**config.mk**
```make
export PLATFORM = sky130hd
export DESIGN_NAME = zz_buf_ctrl
export DESIGN_NICKNAME = d
export VERILOG_FILES = /design/src/rtl/zz_buf_ctrl.sv
export SDC_FILE = /design/constraint.sdc
export NUM_CORES = 1
export LEC_CHECK = 0
export ABC_AREA = 1
export BUFFER_PORTS_ARGS = -buffer_cell sky130_fd_sc_hd__buf_4
export CAP_MARGIN = 25
export CORE_MARGIN = 2
export CORE_UTILIZATION = 44
export DETAILED_ROUTE_END_ITERATION = 8
export GPL_ROUTABILITY_DRIVEN = 0
export MAX_ROUTING_LAYER = met4
export PLACE_DENSITY = 0.67
export SYNTH_ARGS = -nofsm -noshare
export SYNTH_HDL_FRONTEND = slang
export SYNTH_SLANG_ARGS = --single-unit
```
**constraint.sdc**
```tcl
create_clock -name clk -period 2.96 [get_ports clk]
set_input_delay 0.592 -clock clk [delete_from_list [all_inputs] [get_ports clk]]
set_output_delay 0.592 -clock clk [all_outputs]
set_load 0.005 [all_outputs]
```
**src/rtl/zz_buf_ctrl.sv**
```systemverilog
// Ping-pong 8x8 coefficient buffer controller: zigzag-order writes into the free
// bank, raster-order reads from the full bank through a 2-entry output FIFO.
module zz_buf_ctrl #(
  parameter int W      = 12,
  parameter bit ZIGZAG = 1'b1
) (
  input  logic         clk,
  input  logic         rst_n,
  input  logic [W-1:0] in_data,
  input  logic         in_valid,
  output logic         in_ready,
  output logic [W-1:0] out_data,
  output logic         out_valid,
  input  logic         out_ready,
  output logic         out_last,
  output logic [W-1:0] mem_S_in,
  output logic [6:0]   mem_waddr,
  output logic         mem_wren,
  output logic [6:0]   mem_raddr,
  input  logic [W-1:0] mem_S_out
);

  logic [1:0]        full_q, full_d;
  logic              wbank_q, wbank_d;
  logic              rbank_q, rbank_d;
  logic [5:0]        wcnt_q, wcnt_d;
  logic [5:0]        rcnt_q, rcnt_d;
  logic              inflight_q, inflight_d;
  logic              inflight_last_q, inflight_last_d;
  logic [1:0][W-1:0] fifo_data_q, fifo_data_d;
  logic [1:0]        fifo_last_q, fifo_last_d;
  logic              fifo_wptr_q, fifo_wptr_d;
  logic              fifo_rptr_q, fifo_rptr_d;
  logic [1:0]        fifo_cnt_q, fifo_cnt_d;

  logic [5:0] zz_nat;
  logic [5:0] wr_nat;
  logic       wr_en;
  logic       pop;
  logic       issue;
  logic [2:0] occ;

  // zigzag position -> natural (row*8+col) index
  always_comb begin
    zz_nat = 6'd0;
    case (wcnt_q)
      6'd0:  zz_nat = 6'd0;  6'd1:  zz_nat = 6'd1;  6'd2:  zz_nat = 6'd8;  6'd3:  zz_nat = 6'd16;
      6'd4:  zz_nat = 6'd9;  6'd5:  zz_nat = 6'd2;  6'd6:  zz_nat = 6'd3;  6'd7:  zz_nat = 6'd10;
      6'd8:  zz_nat = 6'd17; 6'd9:  zz_nat = 6'd24; 6'd10: zz_nat = 6'd32; 6'd11: zz_nat = 6'd25;
      6'd12: zz_nat = 6'd18; 6'd13: zz_nat = 6'd11; 6'd14: zz_nat = 6'd4;  6'd15: zz_nat = 6'd5;
      6'd16: zz_nat = 6'd12; 6'd17: zz_nat = 6'd19; 6'd18: zz_nat = 6'd26; 6'd19: zz_nat = 6'd33;
      6'd20: zz_nat = 6'd40; 6'd21: zz_nat = 6'd48; 6'd22: zz_nat = 6'd41; 6'd23: zz_nat = 6'd34;
      6'd24: zz_nat = 6'd27; 6'd25: zz_nat = 6'd20; 6'd26: zz_nat = 6'd13; 6'd27: zz_nat = 6'd6;
      6'd28: zz_nat = 6'd7;  6'd29: zz_nat = 6'd14; 6'd30: zz_nat = 6'd21; 6'd31: zz_nat = 6'd28;
      6'd32: zz_nat = 6'd35; 6'd33: zz_nat = 6'd42; 6'd34: zz_nat = 6'd49; 6'd35: zz_nat = 6'd56;
      6'd36: zz_nat = 6'd57; 6'd37: zz_nat = 6'd50; 6'd38: zz_nat = 6'd43; 6'd39: zz_nat = 6'd36;
      6'd40: zz_nat = 6'd29; 6'd41: zz_nat = 6'd22; 6'd42: zz_nat = 6'd15; 6'd43: zz_nat = 6'd23;
      6'd44: zz_nat = 6'd30; 6'd45: zz_nat = 6'd37; 6'd46: zz_nat = 6'd44; 6'd47: zz_nat = 6'd51;
      6'd48: zz_nat = 6'd58; 6'd49: zz_nat = 6'd59; 6'd50: zz_nat = 6'd52; 6'd51: zz_nat = 6'd45;
      6'd52: zz_nat = 6'd38; 6'd53: zz_nat = 6'd31; 6'd54: zz_nat = 6'd39; 6'd55: zz_nat = 6'd46;
      6'd56: zz_nat = 6'd53; 6'd57: zz_nat = 6'd60; 6'd58: zz_nat = 6'd61; 6'd59: zz_nat = 6'd54;
      6'd60: zz_nat = 6'd47; 6'd61: zz_nat = 6'd55; 6'd62: zz_nat = 6'd62; 6'd63: zz_nat = 6'd63;
      default: zz_nat = 6'd0;
    endcase
  end

  assign wr_nat    = ZIGZAG ? zz_nat : wcnt_q;
  assign in_ready  = !full_q[wbank_q];
  assign wr_en     = in_valid & in_ready;
  assign mem_S_in  = in_data;
  assign mem_wren  = wr_en;
  assign mem_waddr = {wbank_q, wr_nat[2:0], wr_nat[5:3]};
  assign mem_raddr = {rbank_q, rcnt_q[2:0], rcnt_q[5:3]};

  assign out_valid = (fifo_cnt_q != 2'd0);
  assign out_data  = fifo_data_q[fifo_rptr_q];
  assign out_last  = out_valid & fifo_last_q[fifo_rptr_q];
  assign pop       = out_valid & out_ready;

  // a read may only be issued if its data is guaranteed a FIFO slot on arrival
  assign occ   = {1'b0, fifo_cnt_q} + {2'b00, inflight_q} - {2'b00, pop};
  assign issue = full_q[rbank_q] && (occ < 3'd2);

  always_comb begin
    full_d          = full_q;
    wbank_d         = wbank_q;
    rbank_d         = rbank_q;
    wcnt_d          = wcnt_q;
    rcnt_d          = rcnt_q;
    inflight_d      = issue;
    inflight_last_d = issue && (rcnt_q == 6'd63);
    if (wr_en) begin
      wcnt_d = wcnt_q + 6'd1;
      if (wcnt_q == 6'd63) begin
        full_d[wbank_q] = 1'b1;
        wbank_d         = ~wbank_q;
      end
    end
    // set and clear always hit different banks: writes need !full, reads need full
    if (issue) begin
      rcnt_d = rcnt_q + 6'd1;
      if (rcnt_q == 6'd63) begin
        full_d[rbank_q] = 1'b0;
        rbank_d         = ~rbank_q;
      end
    end
  end

  always_comb begin
    fifo_data_d = fifo_data_q;
    fifo_last_d = fifo_last_q;
    fifo_wptr_d = fifo_wptr_q;
    fifo_rptr_d = fifo_rptr_q;
    fifo_cnt_d  = fifo_cnt_q + {1'b0, inflight_q} - {1'b0, pop};
    if (inflight_q) begin
      fifo_data_d[fifo_wptr_q] = mem_S_out;
      fifo_last_d[fifo_wptr_q] = inflight_last_q;
      fifo_wptr_d              = ~fifo_wptr_q;
    end
    if (pop) begin
      fifo_rptr_d = ~fifo_rptr_q;
    end
  end

  always_ff @(posedge clk or negedge rst_n) begin
    if (!rst_n) begin
      full_q          <= 2'b00;
      wbank_q         <= 1'b0;
      rbank_q         <= 1'b0;
      wcnt_q          <= 6'd0;
      rcnt_q          <= 6'd0;
      inflight_q      <= 1'b0;
      inflight_last_q <= 1'b0;
      fifo_data_q     <= '0;
      fifo_last_q     <= 2'b00;
      fifo_wptr_q     <= 1'b0;
      fifo_rptr_q     <= 1'b0;
      fifo_cnt_q      <= 2'd0;
    end else begin
      full_q          <= full_d;
      wbank_q         <= wbank_d;
      rbank_q         <= rbank_d;
      wcnt_q          <= wcnt_d;
      rcnt_q          <= rcnt_d;
      inflight_q      <= inflight_d;
      inflight_last_q <= inflight_last_d;
      fifo_data_q     <= fifo_data_d;
      fifo_last_q     <= fifo_last_d;
      fifo_wptr_q     <= fifo_wptr_d;
      fifo_rptr_q     <= fifo_rptr_d;
      fifo_cnt_q      <= fifo_cnt_d;
    end
  end

endmodule
```
==> summary.md <==
| Metric | Value |
|---|---|
| Final worst slack | 0.425 ns |
| TNS Setup | 0 ns |
| Clock skew | 0.0110 ns |
| CP arrival | 1.94 ns |
| Max transition margin | 0.502 |
| Antenna Nets Post-Route | 0 |
| Dominant cells by area after synthesis | dfrtp_1 38%, nand2_1 20%, ha_1 6.8% |
| Cell mode on critical path | nand2_1 |
| Core area | 6830 um2 |
| Clock-pin slew on the worst setup and hold paths | 0.09 ns |
| Syn_area_per_cell | 7.33 um2 |
| R2R depth | 16 |
| XOR/XNOR share of the synthesized area | 0.0168 |
| CP max stage delay | 0.39 ns |
| Reg2reg setup slack | 0.47 ns |
| Worst slew pin tran | 0.745 ns |
| CP Depth | 9 |
| Cell taking the most area after synthesis | dfrtp_1 |
| Syn nets | 473 |
| Worst Path Required | 2.37 ns |
| Complex-gate fraction of the synthesized area | 0.103 |
| P_leak | 1.92 nW |
| WP buf/inv | 2 |
| Setup bufs post-CTS | 0 |
| Vias/cell | 4.82 |
| Mapped Area | 3130 um2 |
| Die height | 88.4 um |
| Commonest cells after routing, fill and taps aside | 167 x nand2_1, 50 x buf_4, 48 x dfrtp_1, 46 x inv_1, 28 x nand3_1 |
| Hold_buf cts | 0 |
| Largest net degree at the start of global routing | 49 |
| Total GRT Usage | 0.179 |
| EDFF count, synth | 0 |
| H-tree Lvls | 2 |
| Pre-CTS WS | 0.385 ns |
| Final setup fails | 0 |
| Synth top area share | 0.384 |
| CP max stage cell | dfrtp_1 |
| Fin. max-slew vios | 0 |
| Max cap viols | 0 |
| Outcome | finished clean |
| Total CTS buffers | 5 |
| Top Family by Delay on Critical Path | simple AND/OR/NAND/NOR gates |
| Vias | 2,662 |
| Yosys reg bits | 48 |
| Mux contribution to synthesized area | 0 |
| # IOs | 70 |
| Largest family of logic cells by synthesized area | simple AND/OR/NAND/NOR gates |
| Commonest non-fill, non-tap cell in the layout | nand2_1 |
| Total Nets Final | 502 |
| Synth cell types | 29 |
| Routed WL | 6440 um |
| Layout cells sized above 1 | 0.186 |
| Cell Rows | 30 |
| CP Capture Type | primary output |
| Post_cts resized | 0 |
| Hold Violations, Final | 0 |
| Initial Utilization | 0.458 |
| Clk_lat worst skew | 0.30 ns |
| Vias in the first global route | 2,490 |
| Max Fclk | 395 MHz |
| Port bufs | 45 |
| Peak supply drop | 511 uV |
| N_diodes | 0 |
| First-pass GRT wire length | 10,900 um |
| Max Fanout on Critical Path | 9 |
| CTS tree | yes |
| Die Area | 7810 um2 |
| Worst reg2reg path endpoint | rbank_q |
| 1st-pass router iterations | 4 |
| Max Root-Sink Buffers | 2 |
| Synthesized instance count | 427 |
| Hold WC Path Type | in -> async |
| DP HPWL | 4580 um |
| R2R Path Start | fifo_cnt_q[1] |
| Asr flop ratio synth | 1.00 |
| Wirelength per Cell | 11.7 um |
| Synth warn | 0 |
| Setup crit start kind | flop |
| Most used DFF post-synth | dfrtp_1 |
| # DRC | 0 |
| Die width | 88.4 um |
| PD cells | 722 nW/um2 |
| Fin crit period | 2.53 ns |
| Finished Layout Cells | 552 |
| Clock root buffer | clkbuf_8 |
| Seq/Total Area, Yosys | 0.384 |
| Worst Setup Path Type | reg -> out |
| Simple-gate share of the synthesized area | 0.290 |
| Cells after DPL | 545 |
| Critical-path cell list | buf_4, ha_1, ha_1, or2_2, nand2_1, nand2_1, nand3_1, nand2_1, buf_4 |
| Period utilisation layout | 0.856 |
| Clk sinks | 48 |
| Adder-Cell Fraction of Synth Area | 0.0743 |
| Gr ovfl total | 0 |
| RSZ-0062 raised after global routing | no |
| Initial antenna violation count | 0 |
| Initial DRC Count | 129 |
| Area Overhead vs Synth | 11.8% |
-- worst reg2reg max path: stages (launching register included) --
cell     delay, ns
dfrtp_1       0.42
nor2_1        0.14
inv_1         0.07
nand2_1       0.09
inv_1         0.05
ha_1          0.26
inv_1         0.04
ha_1          0.18
fa_1          0.46
inv_1         0.07
nand2_1       0.06
nor2_2        0.16
nand2_4       0.13
inv_4         0.09
nand2_1       0.06
nand2_1       0.06
nand2_1       0.04
-- metal layers --
metal / up-vias / track usage / share of wire
met5: - / - / 0
met4: 0 / 0.0537 / 0.020
met3: 15 / 0.0345 / 0.045
met2: 62 / 0.290 / 0.47
met1: 1215 / 0.228 / 0.46
li1: 1370 / - / -
-- where the power goes --
| group | switching [mW] | internal [mW] | total (mW) |
|---|---|---|---|
| registers | 0.181 | 0.893 | 1.07 |
| logic | 0.592 | 0.490 | 1.08 |
| clock network | 0.211 | 0.160 | 0.371 |
| total | 0.983 | 1.54 | 2.53 |
-- kinds of logic after synthesis --
family | count (synthesis)
and+or+nand+nor | 220
buffers and inverters | 81
AOI/OAI and AO/OA | 54
DFF | 48
adders and majority gates | 18
xor gates and xnor gates | 6
-- metrics by stage --
stage / hold slack [ns] / utilization / total power [mW] / cell area [um2]
2_1_floorplan: 0.296 / - / 1.79 / 3130
3_3_place_gp: 0.465 / 0.501 / 2.15 / 3420
4_1_cts: 0.320 / 0.512 / 2.57 / 3500
5_1_grt: 0.341 / 0.512 / 2.75 / 3500
6_report: 0.291 / 0.512 / 2.53 / 3500
3_5_place_dp: 0.469 / 0.501 / 2.18 / 3420
-- Yosys cell counts, types with 5 or more instances --
master	count
o21ai_0	24
nand3_1	28
buf_4	18
nand2_1	167
nor2_2	5
ha_1	17
dfrtp_1	48
nor2_1	12
a21oi_1	13
o21ai_2	13
inv_1	46
-- sequential cells by signal, summed over array words and instances (netlist names), 2 cells and up --
| name | count |
|---|---|
| fifo_cnt_q | 2 |
| rcnt_q | 6 |
| fifo_data_q | 24 |
| fifo_last_q | 2 |
| full_q | 2 |
| wcnt_q | 6 |
-- cell type report --
class                           count  area (um2)
Inverter                           53         204
Tap cell                           96         120
Fill cell                         685        3330
Multi-Input combinational cell    298        1520
Timing Repair Buffer               50         375
Clock inverter                      2        12.5
Sequential cell                    48        1200
Clock buffer                        5        68.8
-- worst max-delay path by stage --
stage,startpoint,endpoint
floorplan,out_ready,rbank_q
global placement,out_ready,rbank_q
detailed placement,out_ready,rbank_q
CTS,wcnt_q[0],mem_waddr[1]
global route,fifo_cnt_q[1],rbank_q
finish,wcnt_q[0],mem_waddr[1]
No activity file was read; power rests on OpenSTA's default activity.
